`src/rtl/pipeline_pkg.sv`:
```
// pipeline_pkg: shared types for the pipeline hazard/forwarding control slice
package pipeline_pkg;
  localparam int HZ_RD_W = 8;
  typedef enum logic [1:0] {FWD_RF = 2'b00, FWD_MEM = 2'b01, FWD_WB = 2'b10} fwd_sel_t;
  typedef struct packed {
    logic valid;
    logic [HZ_RD_W-1:0] rd;
    logic load;
  } hz_entry_t;
  typedef enum logic {HZ_RUN, HZ_STALL} hz_state_t;
endpackage

```
`src/rtl/hz_fwd_select.sv`:
```
// hz_fwd_select: priority compare of one source index against the EX and MEM shadow entries
module hz_fwd_select import pipeline_pkg::*; #(
  parameter int REG_W = 3
) (
  input  logic [REG_W-1:0]   idx,
  input  logic               uses,
  input  logic               ex_valid,
  input  logic [HZ_RD_W-1:0] ex_rd,
  input  logic               mem_valid,
  input  logic [HZ_RD_W-1:0] mem_rd,
  output fwd_sel_t           sel
);
  logic [HZ_RD_W-1:0] key;
  assign key = HZ_RD_W'(idx);
  assign sel = (uses & ex_valid & (ex_rd == key)) ? FWD_MEM :
               (uses & mem_valid & (mem_rd == key)) ? FWD_WB : FWD_RF;
endmodule

```
`src/rtl/pipeline_hazard_ctrl.sv`:
```
// pipeline_hazard_ctrl: load-use stall, branch flush and EX operand forwarding control
module pipeline_hazard_ctrl import pipeline_pkg::*; #(
  parameter int REG_W       = 3,
  parameter int LOAD_STALLS = 1
) (
  input  logic             clk,
  input  logic             rst,
  input  logic             id_valid,
  input  logic [REG_W-1:0] id_rn,
  input  logic [REG_W-1:0] id_rm,
  input  logic             id_uses_rn,
  input  logic             id_uses_rm,
  input  logic             id_writes_rd,
  input  logic [REG_W-1:0] id_rd,
  input  logic             id_loads,
  input  logic             br_taken,
  output logic             stall,
  output logic             bubble_ex,
  output logic             flush,
  output logic [1:0]       fwd_rn_sel,
  output logic [1:0]       fwd_rm_sel
);
  hz_entry_t          ex_e;
  logic               mem_v;
  logic [HZ_RD_W-1:0] mem_rd;
  hz_state_t          state;
  logic [1:0]         cnt;
  fwd_sel_t           rn_c, rm_c, rn_q, rm_q;
  logic               hazard;
  hz_fwd_select #(.REG_W(REG_W)) u_rn (
    .idx(id_rn), .uses(id_uses_rn), .ex_valid(ex_e.valid), .ex_rd(ex_e.rd),
    .mem_valid(mem_v), .mem_rd(mem_rd), .sel(rn_c)
  );
  hz_fwd_select #(.REG_W(REG_W)) u_rm (
    .idx(id_rm), .uses(id_uses_rm), .ex_valid(ex_e.valid), .ex_rd(ex_e.rd),
    .mem_valid(mem_v), .mem_rd(mem_rd), .sel(rm_c)
  );
  // an EX-stage match is exactly a valid EX producer of an operand ID reads
  assign hazard = id_valid & ex_e.load & ((rn_c == FWD_MEM) | (rm_c == FWD_MEM));
  assign stall = ~br_taken & ((state == HZ_STALL) | hazard);
  assign bubble_ex = stall;
  assign flush = br_taken;
  assign fwd_rn_sel = rn_q;
  assign fwd_rm_sel = rm_q;
  always_ff @(posedge clk) begin
    if (rst) begin
      state <= HZ_RUN;
      cnt <= 2'd0;
      ex_e <= '0;
      mem_v <= 1'b0;
      mem_rd <= '0;
      rn_q <= FWD_RF;
      rm_q <= FWD_RF;
    end else begin
      mem_v <= ex_e.valid;
      mem_rd <= ex_e.rd;
      ex_e <= '{valid: id_valid & id_writes_rd & ~stall & ~br_taken, rd: HZ_RD_W'(id_rd), load: id_loads};
      rn_q <= (stall | br_taken) ? FWD_RF : rn_c;
      rm_q <= (stall | br_taken) ? FWD_RF : rm_c;
      if (br_taken) begin
        state <= HZ_RUN;
        cnt <= 2'd0;
      end else if (state == HZ_STALL) begin
        cnt <= cnt - 2'd1;
        if (cnt == 2'd1) state <= HZ_RUN;
      end else if (hazard) begin
        cnt <= 2'(LOAD_STALLS - 1);
        if (LOAD_STALLS > 1) state <= HZ_STALL;
      end
    end
  end
endmodule
```
`config.mk`:
```
export PLATFORM = sky130hd
export DESIGN_NAME = pipeline_hazard_ctrl
export DESIGN_NICKNAME = d
export VERILOG_FILES = /design/src/rtl/pipeline_pkg.sv /design/src/rtl/hz_fwd_select.sv /design/src/rtl/pipeline_hazard_ctrl.sv
export SDC_FILE = /design/constraint.sdc
export NUM_CORES = 1
export LEC_CHECK = 0
export CAP_MARGIN = 20
export CORE_UTILIZATION = 25
export CTS_BUF_LIST = sky130_fd_sc_hd__clkbuf_4 sky130_fd_sc_hd__clkbuf_8 sky130_fd_sc_hd__clkbuf_16
export DETAILED_ROUTE_END_ITERATION = 10
export SETUP_SLACK_MARGIN = 0.02
export SYNTH_ARGS = -nofsm -noshare
export SYNTH_HDL_FRONTEND = slang
export SYNTH_HIERARCHICAL = 1
export SYNTH_SLANG_ARGS = --single-unit
export TNS_END_PERCENT = 100
```
`constraint.sdc`:
```
create_clock -name clk -period 1.4 [get_ports clk]
set_input_delay 0.14 -clock clk [delete_from_list [all_inputs] [get_ports clk]]
set_output_delay 0.14 -clock clk [all_outputs]
set_load 0.005 [all_outputs]
```
# Word-level counts from Yosys, hierarchy flattened
# Index checks and enable logic that the tools add are counted.
# totals
register_bits	26
word_cells	49
# op_classes
n_addsub	1
eq_ne	7
muxes	7
n_bitwise	20
n_reduce_logical	4
# ops
op	n
8-bit by 3-bit equality test with 1-bit output	4
1-bit bitwise AND	14
2-bit 2-to-1 mux	6
2-bit by 1-bit equality test with 1-bit output (second input constant)	3
2-bit OR reduction	2
1-bit NOT	3
1-bit OR	3
3-bit OR reduction	1
2-bit nonzero test	1
2-bit by 1-bit subtractor with 2-bit output (second input constant)	1
1-bit 2-to-1 mux	1

# Logic depth before layout (Yosys ltp)
# Gate-level depths: netlist (run 1).
# depth
depth_word	12
ltp_mapped	7
ltp_nobuf	6

# Modules after synthesis
# Netlist (run 1), hierarchy kept.
# modules_own_cells
mod	n_inst	cells_each	area_each_um2	seq_area_each_um2
pipeline_hazard_ctrl	1	49	568.0	320.3
hz_fwd_select	2	16	113.9	0.0

# Least setup slack after synthesis (run 1)
# No wires, ideal clock.
# synth_path
kind	reg2out
from	reg ex_e[2] (netlist bit)
to	out stall
t_arrival_ns	1.485
slack_ns	-0.225
stages_incl_launch_ff	8
n_path_buf	1
cell_sequence	dfxtp_1 > xor2_1 > nor3_1 > and2_1 > nor2b_1 > o211ai_1 > a21oi_1 > buf_4
# synth_between
elab_chain_len	8
word_cells_on_any_way	12
# synth_rtl
element	line	text
from (decl)	pipeline_hazard_ctrl.sv:23	hz_entry_t ex_e;
from (signal assigned)	pipeline_hazard_ctrl.sv:57	ex_e <= '{valid: id_valid & id_writes_rd & ~stall & ~br_taken, rd: HZ_RD_W'(id_rd), load: id_loads};
8-bit by 3-bit equality test with 1-bit output	hz_fwd_select.sv:15	assign sel = (uses & ex_valid & (ex_rd == key)) ? FWD_MEM :
1-bit bitwise AND	hz_fwd_select.sv:15	
2-bit 2-to-1 mux	hz_fwd_select.sv:15	
net rm_c[0]	pipeline_hazard_ctrl.sv:28	fwd_sel_t rn_c, rm_c, rn_q, rm_q;
2-bit by 1-bit equality test with 1-bit output	pipeline_hazard_ctrl.sv:39	assign hazard = id_valid & ex_e.load & ((rn_c == FWD_MEM) | (rm_c == FWD_MEM));
1-bit OR	pipeline_hazard_ctrl.sv:39	
1-bit bitwise AND	pipeline_hazard_ctrl.sv:39	
1-bit OR	pipeline_hazard_ctrl.sv:40	assign stall = ~br_taken & ((state == HZ_STALL) | hazard);
1-bit bitwise AND	pipeline_hazard_ctrl.sv:40	
to (decl)	pipeline_hazard_ctrl.sv:17	output logic stall,
# The timed path passes the listed nets, and every way through them passes these cells.

# Worst setup path after layout (run 1)
# layout_path
from	in id_rn[1]
to	out bubble_ex
# layout_between
elab_chain_len	9
word_cells_on_any_way	11
# layout_rtl
element	line	text
from (decl)	pipeline_hazard_ctrl.sv:9	input logic [REG_W-1:0] id_rn,
8-bit by 3-bit equality test with 1-bit output	hz_fwd_select.sv:16	(uses & mem_valid & (mem_rd == key)) ? FWD_WB : FWD_RF;
1-bit bitwise AND	hz_fwd_select.sv:16	
2-bit 2-to-1 mux	hz_fwd_select.sv:16	
2-bit 2-to-1 mux *	hz_fwd_select.sv:15	
net rn_c[1]	pipeline_hazard_ctrl.sv:28	
2-bit by 1-bit equality test with 1-bit output *	pipeline_hazard_ctrl.sv:39	
1-bit OR *	pipeline_hazard_ctrl.sv:39	
1-bit bitwise AND *	pipeline_hazard_ctrl.sv:39	
1-bit OR *	pipeline_hazard_ctrl.sv:40	
1-bit bitwise AND *	pipeline_hazard_ctrl.sv:40	
to (decl)	pipeline_hazard_ctrl.sv:18	output logic bubble_ex,
# Mark *: on every way through the listed nets, which the timed path passes. The rest lies on a longest branch.

==> results.ini, run 1 <==
[die]
design.portCount=24
die_x_extent_um=58.4
die_area_um2=3410
fp.coreArea_um2=3030
floorplan.rows=20
die_y_um=58.4
start_util_pct=26.3

[timing]
period_minus_slack_ns=1.96
rsz0062_at_grt=yes
fmax_ghz=0.509
period_share_pct=140
post-route-worst-setup-slack_ns=-0.565
slew_viol_final=0
final-hold-violation-count=0
hold-worst-slack_ns=0.440
skew_ns=0.00160
setup_violations=9

[detailed_routing]
post-route-drc-count=0
drt_wl_total_um=1720
routed-via-count=692
drt_first_pass_iters=4
antenna_violating_nets_post_route=0
viasPerCell=3.89
post_dr_wirelength_cell_um=9.67
dr.first_iter.drc_count=4

[cts]
tritoncts=yes
ctsRootBufferMaster=sky130_fd_sc_hd__clkbuf_4
clkTransAtPathRegs_ns=0.09
worstSkewPairLatency_ns=0.27
cts_inserted_buffers=3
cts.sinks=16
cts-root-to-sink-buffers=2
ctsHtreeMaxLevel=1

[synth]
ys.warnings.count=6
synth_cells=81
ys_types=25
synth_top_cell_by_area=sky130_fd_sc_hd__dfxtp_1
synthDominantCellAreaShare_pct=40.3
netlist_area_um2=796
number_of_register_bits_inferred_by_synthesis=16
syn-mean-instance-area_um2=9.82
largest_cells_by_area_after_synthesis=sky130_fd_sc_hd__dfxtp_1, sky130_fd_sc_hd__and2b_2, sky130_fd_sc_hd__xnor2_1
ys_seq_area_share_pct=40.3

[setup_path]
worst-path-max-fanout=2
critPathArrivalTime_ns=1.82
critPathRequiredTime_ns=1.26
end_kind=output port
path_buf_inv=2
worst_setup_path_start_kind=primary input
critical_path.cell_chain=clkdlybuf4s50_1 > xnor2_1 > nand3_1 > a211oi_2 > nor2b_4 > o211ai_1 > a21oi_2 > buf_2
critical_path_top_delay_cell=sky130_fd_sc_hd__clkdlybuf4s50_1
slowest_delay_ns=0.54
critPathTopFamily=compound AO/OA/AOI/OAI gates
crit_path_class=primary input to output port

[outcome]
run_status=complete, but fails checks
failed_checks=negative setup slack

[placement]
place_worst_setup_slack_ns=-0.959
port_buffers=23
hpwl_um=1360
place.gp.congestion=0.815
dp_cells=172

[power_and_ir_drop]
power.switching_mw=0.203
sw_frac_of_total_pct=23.7
internal-power_mw=0.653
comb_power_share_pct=17.1
power.sequential.fraction_pct=55.9
power.leakage_nw=0.575
clkPwrFrac_pct=27.0
pwr_cell_area_nw_per_um2=634
power.ir.vdd_worst_mv=0.410

[flow_run]
max_cap_viol_count=0

[layout]
antennaDiodeCount=0
design.final.nets=154
multi_input_area_um2=626
mostFrequentLayoutCell=sky130_fd_sc_hd__conb_1
layoutNonFillerInstCount=178
area_added_between_synthesis_and_finish_pct=69.5
final_layout_size_suffix_gt1_share_pct=35.1
final_core_utilization_pct=44.5
most-common-layout-cells=sky130_fd_sc_hd__conb_1, sky130_fd_sc_hd__clkdlybuf4s50_1, sky130_fd_sc_hd__dfxtp_1, sky130_fd_sc_hd__and2b_2, sky130_fd_sc_hd__buf_4
filler_cell_count=319
layout.area.seq_um2=329

[global_route]
globalRouteOverflowTotal=0
global_route.usage.total_pct=11.8
antenna_found_initial=0
grt_pass1_vias=688
global_route_wire_length_before_repair_um=2980
largest_net_degree_at_the_start_of_global_routing=9

[hold_path]
timing.hold.worst.class=primary input to flop

-- synthesized netlist by cell type --
master and n:
sky130_fd_sc_hd__buf_4 2, sky130_fd_sc_hd__xnor2_1 6, sky130_fd_sc_hd__conb_1 1, sky130_fd_sc_hd__o21ai_2 1, sky130_fd_sc_hd__o41ai_2 1, sky130_fd_sc_hd__and2_1 2, sky130_fd_sc_hd__or2_4 1, sky130_fd_sc_hd__a21oi_1 1
sky130_fd_sc_hd__nor2_1 3, sky130_fd_sc_hd__dfxtp_1 16, sky130_fd_sc_hd__nand3_1 5, sky130_fd_sc_hd__and4_1 4, sky130_fd_sc_hd__nor3_1 6, sky130_fd_sc_hd__or3_1 3, sky130_fd_sc_hd__ha_1 1, sky130_fd_sc_hd__inv_1 2
sky130_fd_sc_hd__o211a_1 1, sky130_fd_sc_hd__nand4_1 2, sky130_fd_sc_hd__nor4_2 2, sky130_fd_sc_hd__nor2b_1 2, sky130_fd_sc_hd__nand2_1 2, sky130_fd_sc_hd__a211oi_1 2, sky130_fd_sc_hd__o211ai_1 1, sky130_fd_sc_hd__and2b_2 8
sky130_fd_sc_hd__xor2_1 6
-- tightest hold or removal path, stage by stage --
cell	delay, ns
sky130_fd_sc_hd__clkdlybuf4s50_1	0.41
sky130_fd_sc_hd__nand3_1	0.08
sky130_fd_sc_hd__nor3_2	0.04
-- power by group through the flow --
| stage | Combinational [mW] | Clock [mW] | Sequential, mW |
|---|---|---|---|
| finish | 0.147 | 0.231 | 0.478 |
| global route | 0.163 | 0.276 | 0.480 |
| CTS | 0.139 | 0.248 | 0.478 |
| detailed placement | 0.130 | 0 | 0.488 |
| global placement | 0.129 | 0 | 0.487 |
| floorplan | 0.0612 | 0 | 0.485 |
-- final timing paths --
path / depth (start not counted) / slack, ns / startpoint / to
max: 8 / -0.56 / id_rn[1] / bubble_ex
min reg2reg: 2 / 0.50 / cnt[0] / cnt[0]
max reg2reg: 10 / -0.40 / ex_e[2] / cnt[0]
min: 3 / 0.44 / id_writes_rd / ex_e[9]
-- metal layers --
layer | GRT usage [%] | vias up | share of wire, % | wire length (um)
li1 | - | 369 | - | -
met1 | 13.7 | 306 | 44 | 755
met2 | 21.2 | 15 | 53 | 908
met3 | 2.20 | 2 | 2.6 | 44
met4 | 5.10 | 0 | 0.70 | 12
met5 | 0 | - | 0 | 0
-- per-stage QoR --
step,cell area [um^2],power (mW),setup TNS [ns]
6_report,1350,0.855,-3.45
5_1_grt,1350,0.919,-4.01
4_1_cts,1290,0.864,-3.19
3_5_place_dp,1220,0.618,-5.78
3_3_place_gp,1220,0.616,-5.37
2_1_floorplan,897,0.546,-0.402
-- final cells by class --
| type | instances | share of cell area, % |
|---|---|---|
| multi-input combinational | 80 | 46.4 |
| tap | 44 | 4.08 |
| sequential | 16 | 24.4 |
| timing repair buffer | 33 | 22.9 |
| clock buffer | 3 | 1.67 |
| inverter | 2 | 0.557 |
-- cell families after synthesis --
logic type / count (synthesis) / synth area share (%)
buffers and inverters: 4 / 2.83
AND/OR/NAND/NOR: 40 / 33.8
AO/OA/AOI/OAI: 7 / 7.86
XOR/XNOR: 12 / 13.2
other: 1 / 0.471
flip-flops: 16 / 40.3
adder cells (fa/ha/maj): 1 / 1.57
-- what timing repair did --
| action | 4_1_cts | 5_1_grt |
|---|---|---|
| buffers inserted | 4 | 1 |
| gates resized for setup | 17 | 10 |
| pin swaps | 12 | 3 |
| endpoints found under the setup margin | 9 | 10 |
| hold buffers | 0 | 0 |
-- registers in the layout, summed over array words and instances (netlist names) --
| name | flops |
|---|---|
| state | 1 |
| mem_rd | 3 |
| fwd_rn_sel | 2 |
| cnt | 2 |
| mem_v | 1 |
| ex_e | 5 |
| fwd_rm_sel | 2 |
Power figures use the tool's default switching activity.
==> run 2, diff against run 1 <==
--- a/config.mk
+++ b/config.mk
@@ -6,6 +6,7 @@
 export NUM_CORES = 1
 export LEC_CHECK = 0
 export CAP_MARGIN = 20
+export CORE_MARGIN = 4
 export CORE_UTILIZATION = 25
 export CTS_BUF_LIST = sky130_fd_sc_hd__clkbuf_4 sky130_fd_sc_hd__clkbuf_8 sky130_fd_sc_hd__clkbuf_16
 export DETAILED_ROUTE_END_ITERATION = 10
==> run 2 against run 1 <==
Compared with the run above:
- clock power down 2%
- via count down 0.87%
- sequential power about the same
- critical endpoint unchanged
- sequential share of layout area up 0.86 points
- global-route usage down 2.1 points
- the run still ends with negative setup slack left
- routed wire length up 3.6%
==> results.ini, run 2 (synthesis gave the netlist of run 1 again) <==
[setup_path]
critPathTopFamily=buffers and inverters
critPathRequiredTime_ns=1.26  ; about the same
path_buf_inv=2  ; unchanged
critical_path.cell_chain=clkdlybuf4s50_1 > xor2_2 > nor3_2 > and2_4 > nor2b_4 > o211ai_1 > a21oi_2 > buf_2
worst-path-max-fanout=2  ; unchanged
crit_path_class=primary input to output port
worst_setup_path_start_kind=primary input
end_kind=output port
slowest_delay_ns=0.48  ; -0.06 ns
critPathArrivalTime_ns=1.82  ; about the same
critical_path_top_delay_cell=sky130_fd_sc_hd__clkdlybuf4s50_1

[timing]
setup_violations=9  ; unchanged
post-route-worst-setup-slack_ns=-0.561  ; +0.00372 ns
final-hold-violation-count=0  ; unchanged
period_share_pct=140  ; -0.27 points
slew_viol_final=0  ; unchanged
fmax_ghz=0.510  ; +0.19%
skew_ns=0.00396  ; +0.00236 ns
rsz0062_at_grt=yes
period_minus_slack_ns=1.96  ; -0.00372 ns

[global_route]
antenna_found_initial=0  ; unchanged
largest_net_degree_at_the_start_of_global_routing=9  ; unchanged
grt_pass1_vias=760  ; +10%
global_route_wire_length_before_repair_um=3170  ; +6.3%
globalRouteOverflowTotal=0  ; unchanged
global_route.usage.total_pct=9.68  ; -2.1 points

[outcome]
run_status=complete, but fails checks
failed_checks=negative setup slack

[placement]
placed_cell_area_um2=1220  ; unchanged
dp_cells=172  ; unchanged
place_worst_setup_slack_ns=-0.931  ; +0.0279 ns
place.gp.congestion=0.743  ; -8.9%
hpwl_um=1480  ; +8.9%
port_buffers=23  ; unchanged

[detailed_routing]
post-route-drc-count=0  ; unchanged
drt_wl_total_um=1780  ; +3.6%
top_routing_layer_in_use=met4
dr.first_iter.drc_count=9  ; +5
post_dr_wirelength_cell_um=10.2  ; +5.4%
routed-via-count=686  ; -0.87%
met2_length_um=853  ; -6.1%
antenna_violating_nets_post_route=0  ; unchanged
m1WireLength_um=828  ; +9.7%
drt_first_pass_iters=3  ; -1
viasPerCell=3.92  ; +0.83%
wl_met3_um=74  ; +68%

[power_and_ir_drop]
sw_frac_of_total_pct=23.3  ; -0.35 points
power.sequential.fraction_pct=56.2  ; +0.3 points
totalPowerFinal_mw=0.851  ; -0.52%
power.ir.vdd_worst_mv=0.314  ; -23%
power.leakage_nw=0.540  ; -6.0%
pwr_cell_area_nw_per_um2=643  ; +1.5%
clkPwrFrac_pct=26.7  ; -0.3 points
power.switching_mw=0.198  ; -2.0%
comb_power_share_pct=17.1  ; about the same
internal-power_mw=0.652  ; about the same

[cts]
ctsRootBufferMaster=sky130_fd_sc_hd__clkbuf_4
worstSkewPairLatency_ns=0.27  ; about the same
cts_inserted_buffers=3  ; unchanged
ctsHoldBuffers=0  ; unchanged
ctsHtreeMaxLevel=1  ; unchanged
cts-root-to-sink-buffers=2  ; unchanged
cts.sinks=16  ; unchanged
clkTransAtPathRegs_ns=0.08  ; about the same
tritoncts=yes

[hold_path]
timing.hold.worst.class=primary input to flop

[layout]
antennaDiodeCount=0  ; unchanged
reg.largest.list=ex_e x5, mem_rd x3
layoutNonFillerInstCount=175  ; -1.7%
filler_cell_count=325  ; +1.9%
final_layout_size_suffix_gt1_share_pct=35.9  ; +0.80 points
final_core_utilization_pct=43.3  ; -1.2 points
registers.top_by_ff_count=ex_e
design_area_um2=1320  ; -1.9%
design.final.nets=151  ; -1.9%
largest_register_ff_count=5  ; unchanged
area_added_between_synthesis_and_finish_pct=66.2
most-common-layout-cells=sky130_fd_sc_hd__clkdlybuf4s50_1, sky130_fd_sc_hd__conb_1, sky130_fd_sc_hd__dfxtp_1, sky130_fd_sc_hd__and2b_2, sky130_fd_sc_hd__buf_4

[die]
start_util_pct=26.1  ; -0.22 points
design.portCount=24  ; unchanged
floorplan.rows=20  ; unchanged
die_y_um=64.4  ; +10%
die_area_um2=4150  ; +22%
die_x_extent_um=64.4  ; +10%
fp.coreArea_um2=3050  ; +0.83%

[flow_run]
max_cap_viol_count=0  ; unchanged

-- run 2: changes by cell type in the layout (fill, tap and decap cells not counted) --
cell	delta
sky130_fd_sc_hd__buf_4	-2
sky130_fd_sc_hd__buf_6	-1
sky130_fd_sc_hd__clkdlybuf4s50_1	+3
sky130_fd_sc_hd__dfxtp_1	-2
sky130_fd_sc_hd__dfxtp_2	+1
sky130_fd_sc_hd__dfxtp_4	+1
sky130_fd_sc_hd__dlygate4sd2_1	-1
sky130_fd_sc_hd__dlymetal6s2s_1	-2
sky130_fd_sc_hd__nor4_2	+1
sky130_fd_sc_hd__nor4_4	-1
sky130_fd_sc_hd__xnor2_1	-1
sky130_fd_sc_hd__xnor2_2	+1
-- run 2: repair_timing --
item / in CTS / in global routing
resized for setup: 14 / 12
pin swaps: 13 / 8
setup endpoints to repair: 9 / 9
setup buffers: 1 / 1
-- run 2: tightest hold or removal path, delay by kind of cell --
family | cells | cell delay, ns
buffers and inverters | 1 | 0.41
AND/OR/NAND/NOR | 2 | 0.14
-- run 2: through the flow --
step / setup TNS [ns] / hold WS [ns]
floorplan: -0.402 / 0.271
global placement: -5.41 / 0.467
detailed placement: -5.65 / 0.494
CTS: -3.06 / 0.438
global route: -4.11 / 0.440
finish: -3.20 / 0.447
-- run 2: path summary, 6_finish.rpt --
| path | start | endpoint | slack, ns | cells after the start |
|---|---|---|---|---|
| max | id_rn[2] | bubble_ex | -0.56 | 8 |
| min | id_writes_rd | ex_e[9] | 0.45 | 3 |
| max reg2reg | ex_e[1] | cnt[1] | -0.32 | 7 |
| min reg2reg | ex_e[9] | mem_v | 0.50 | 1 |
-- run 2: cell type report --
cell class,instances,area (um^2),area share [%]
Multi-Input combinational cell,80,624,47.2
Timing Repair Buffer,30,279,21.1
Clock buffer,3,22.5,1.70
Tap cell,44,55.1,4.16
Inverter,2,7.51,0.568
Sequential cell,16,334,25.3
-- run 2: power by group through the flow --
stage | clock, mW | combinational (mW) | sequential, mW
2_1_floorplan | 0 | 0.0612 | 0.485
4_1_cts | 0.244 | 0.136 | 0.478
3_5_place_dp | 0 | 0.131 | 0.488
5_1_grt | 0.263 | 0.159 | 0.480
3_3_place_gp | 0 | 0.129 | 0.487
6_report | 0.227 | 0.146 | 0.478
-- run 2: per-layer routing --
metal | vias to the layer above | track usage, %
met2 | 17 | 15.3
met1 | 304 | 12.2
met4 | 0 | 5.54
met5 | - | 0
met3 | 2 | 1.91
li1 | 363 | -
==> run 3, diff against run 2 <==
--- a/config.mk
+++ b/config.mk
@@ -9,6 +9,7 @@
 export CORE_MARGIN = 4
 export CORE_UTILIZATION = 25
 export CTS_BUF_LIST = sky130_fd_sc_hd__clkbuf_4 sky130_fd_sc_hd__clkbuf_8 sky130_fd_sc_hd__clkbuf_16
+export CTS_CLUSTER_SIZE = 16
 export DETAILED_ROUTE_END_ITERATION = 10
 export SETUP_SLACK_MARGIN = 0.02
 export SYNTH_ARGS = -nofsm -noshare
==> constraint.sdc (replaced) <==
create_clock -name clk -period 2.5 [get_ports clk]
set_input_delay 0.25 -clock clk [delete_from_list [all_inputs] [get_ports clk]]
set_output_delay 0.25 -clock clk [all_outputs]
set_load 0.005 [all_outputs]
==> run 3 against run 2 <==
Compared with the run above:
- the flow now finishes without violations
- clock skew increased by 0.0017 ns
- sequential cell count unchanged
- cell area decreased by 6.4%
- first-iteration DRC count increased by 78%
- cell count decreased by 1.1%
- critical path depth increased by 1
- via count increased by 3.6%
- sequential share of layout area increased by 0.62 points
- critical endpoint is now stall
- largest cell class unchanged
==> results.ini, run 3 (synthesis gave the netlist of run 1 again) <==
[power_and_ir_drop]
power.switching_mw=0.109  ; -45%
comb_power_share_pct=16.7  ; -0.4 points
power.leakage_nw=0.521  ; -3.5%
internal-power_mw=0.364  ; -44%
clkPwrFrac_pct=27.0  ; +0.3 points
sw_frac_of_total_pct=23.0  ; -0.30 points
power.ir.vdd_worst_mv=0.198  ; -37%
pwr_cell_area_nw_per_um2=382  ; -41%
power.sequential.fraction_pct=56.3  ; about the same

[die]
floorplan.rows=20  ; unchanged
design.portCount=24  ; unchanged
die_area_um2=4150  ; unchanged
die_y_um=64.4  ; unchanged
fp.coreArea_um2=3050  ; unchanged
die_x_extent_um=64.4  ; unchanged
start_util_pct=26.1  ; unchanged

[cts]
cts.sinks=16  ; unchanged
cts_resized=10  ; -4
tritoncts=yes
cts_inserted_buffers=3  ; unchanged
cts_setup_buffers=0  ; -1
cts-root-to-sink-buffers=2  ; unchanged
worstSkewPairLatency_ns=0.28  ; about the same
ctsHoldBuffers=0  ; unchanged
ctsHtreeMaxLevel=1  ; unchanged
clkTransAtPathRegs_ns=0.08  ; about the same
ctsRootBufferMaster=sky130_fd_sc_hd__clkbuf_4

[detailed_routing]
post_dr_wirelength_cell_um=10.3  ; +1.2%
routed-via-count=711  ; +3.6%
dr.first_iter.drc_count=16  ; +7
post-route-drc-count=0  ; unchanged
drt_wl_total_um=1780  ; about the same
viasPerCell=4.11  ; +4.8%
drt_first_pass_iters=4  ; +1
antenna_violating_nets_post_route=0  ; unchanged

[global_route]
global_route_wire_length_before_repair_um=3220  ; +1.7%
largest_net_degree_at_the_start_of_global_routing=11  ; +2
grt_pass1_vias=730  ; -3.9%
antenna_found_initial=0  ; unchanged
globalRouteOverflowTotal=0  ; unchanged
global_route.usage.total_pct=9.93  ; +0.25 points

[layout]
mostFrequentLayoutCell=sky130_fd_sc_hd__clkdlybuf4s50_1
registers.top_by_ff_count=ex_e
reg.largest.list=ex_e x5, mem_rd x3
final_layout_size_suffix_gt1_share_pct=20.9  ; -15 points
antennaDiodeCount=0  ; unchanged
largest_register_ff_count=5  ; unchanged
most-common-layout-cells=sky130_fd_sc_hd__clkdlybuf4s50_1, sky130_fd_sc_hd__conb_1, sky130_fd_sc_hd__dfxtp_1, sky130_fd_sc_hd__and2b_2
final_core_utilization_pct=40.5  ; -2.8 points
area_added_between_synthesis_and_finish_pct=55.5
design_area_um2=1240  ; -6.4%
design.final.nets=149  ; -1.3%

[timing]
setup_violations=0  ; -9
period_share_pct=92.0
rsz0062_at_grt=no
slew_viol_final=0  ; unchanged
period_minus_slack_ns=2.30
fmax_ghz=0.435
skew_ns=0.00563  ; +0.00167 ns
hold-worst-slack_ns=0.490  ; +0.0430 ns
final-hold-violation-count=0  ; unchanged

[setup_path]
worst_setup_path_start_kind=primary input
critPathArrivalTime_ns=2.05  ; +0.23 ns
crit_path_class=primary input to output port
worst-path-max-fanout=2  ; unchanged
critPathRequiredTime_ns=2.25  ; +0.99 ns
end_kind=output port

[placement]
place.gp.congestion=0.738  ; -0.62%
port_buffers=23  ; unchanged
placed_cell_area_um2=1170  ; -3.7%
hpwl_um=1450  ; -2.5%

[outcome]
run_status=complete, no violations

[hold_path]
timing.hold.worst.class=flop to flop

[flow_run]
max_cap_viol_count=0  ; unchanged

[run 3: stage by stage]
step | power, mW | cells | TNS (ns) | setup slack [ns]
2_1_floorplan | 0.304 | 100 | 0 | 0.765
3_3_place_gp | 0.343 | 170 | -0.158 | -0.0799
3_5_place_dp | 0.345 | 170 | -0.232 | -0.117
4_1_cts | 0.484 | 173 | 0 | 0.184
5_1_grt | 0.503 | 173 | 0 | 0.0490
6_report | 0.473 | 173 | 0 | 0.199
[run 3: power groups by stage]
| stage | combinational [mW] | clock [mW] | sequential (mW) |
|---|---|---|---|
| global route | 0.0868 | 0.149 | 0.267 |
| finish | 0.0788 | 0.128 | 0.266 |
| floorplan | 0.0326 | 0 | 0.271 |
| CTS | 0.0786 | 0.140 | 0.266 |
| global placement | 0.0714 | 0 | 0.272 |
| detailed placement | 0.0726 | 0 | 0.272 |
[run 3: worst paths after layout]
| check | start | end | slack [ns] | cells past startpoint |
|---|---|---|---|---|
| max | id_rn[0] | stall | 0.20 | 9 |
| min reg2reg | cnt[1] | cnt[1] | 0.49 | 2 |
| max reg2reg | ex_e[2] | fwd_rm_sel[1] | 0.82 | 7 |
| min | cnt[1] | cnt[1] | 0.49 | 2 |
[run 3: area by class of cell]
| cell class | count | area (um^2) |
|---|---|---|
| repair buffers | 28 | 265 |
| inverters | 2 | 7.51 |
| fillers | 319 | 1820 |
| multi-input cells | 80 | 567 |
| well taps | 44 | 55.1 |
| clock buffers | 3 | 22.5 |
| flip-flops and latches | 16 | 320 |
[run 3: metal layers]
| metal | up-vias | part of all wire, % | track usage [%] |
|---|---|---|---|
| met5 | - | 0 | 0 |
| met4 | 0 | 1.5 | 6.33 |
| met1 | 320 | 44 | 12.4 |
| met2 | 25 | 50 | 16.0 |
| li1 | 364 | - | - |
| met3 | 2 | 4.9 | 1.39 |
[run 3: worst max-delay path: stages]
cell	delay, ns
sky130_fd_sc_hd__clkdlybuf4s50_1	0.46
sky130_fd_sc_hd__buf_4	0.16
sky130_fd_sc_hd__xnor2_1	0.15
sky130_fd_sc_hd__nand3_1	0.11
sky130_fd_sc_hd__a211oi_2	0.23
sky130_fd_sc_hd__nor2b_2	0.08
sky130_fd_sc_hd__o211ai_1	0.22
sky130_fd_sc_hd__a21oi_1	0.12
sky130_fd_sc_hd__dlygate4sd2_1	0.28
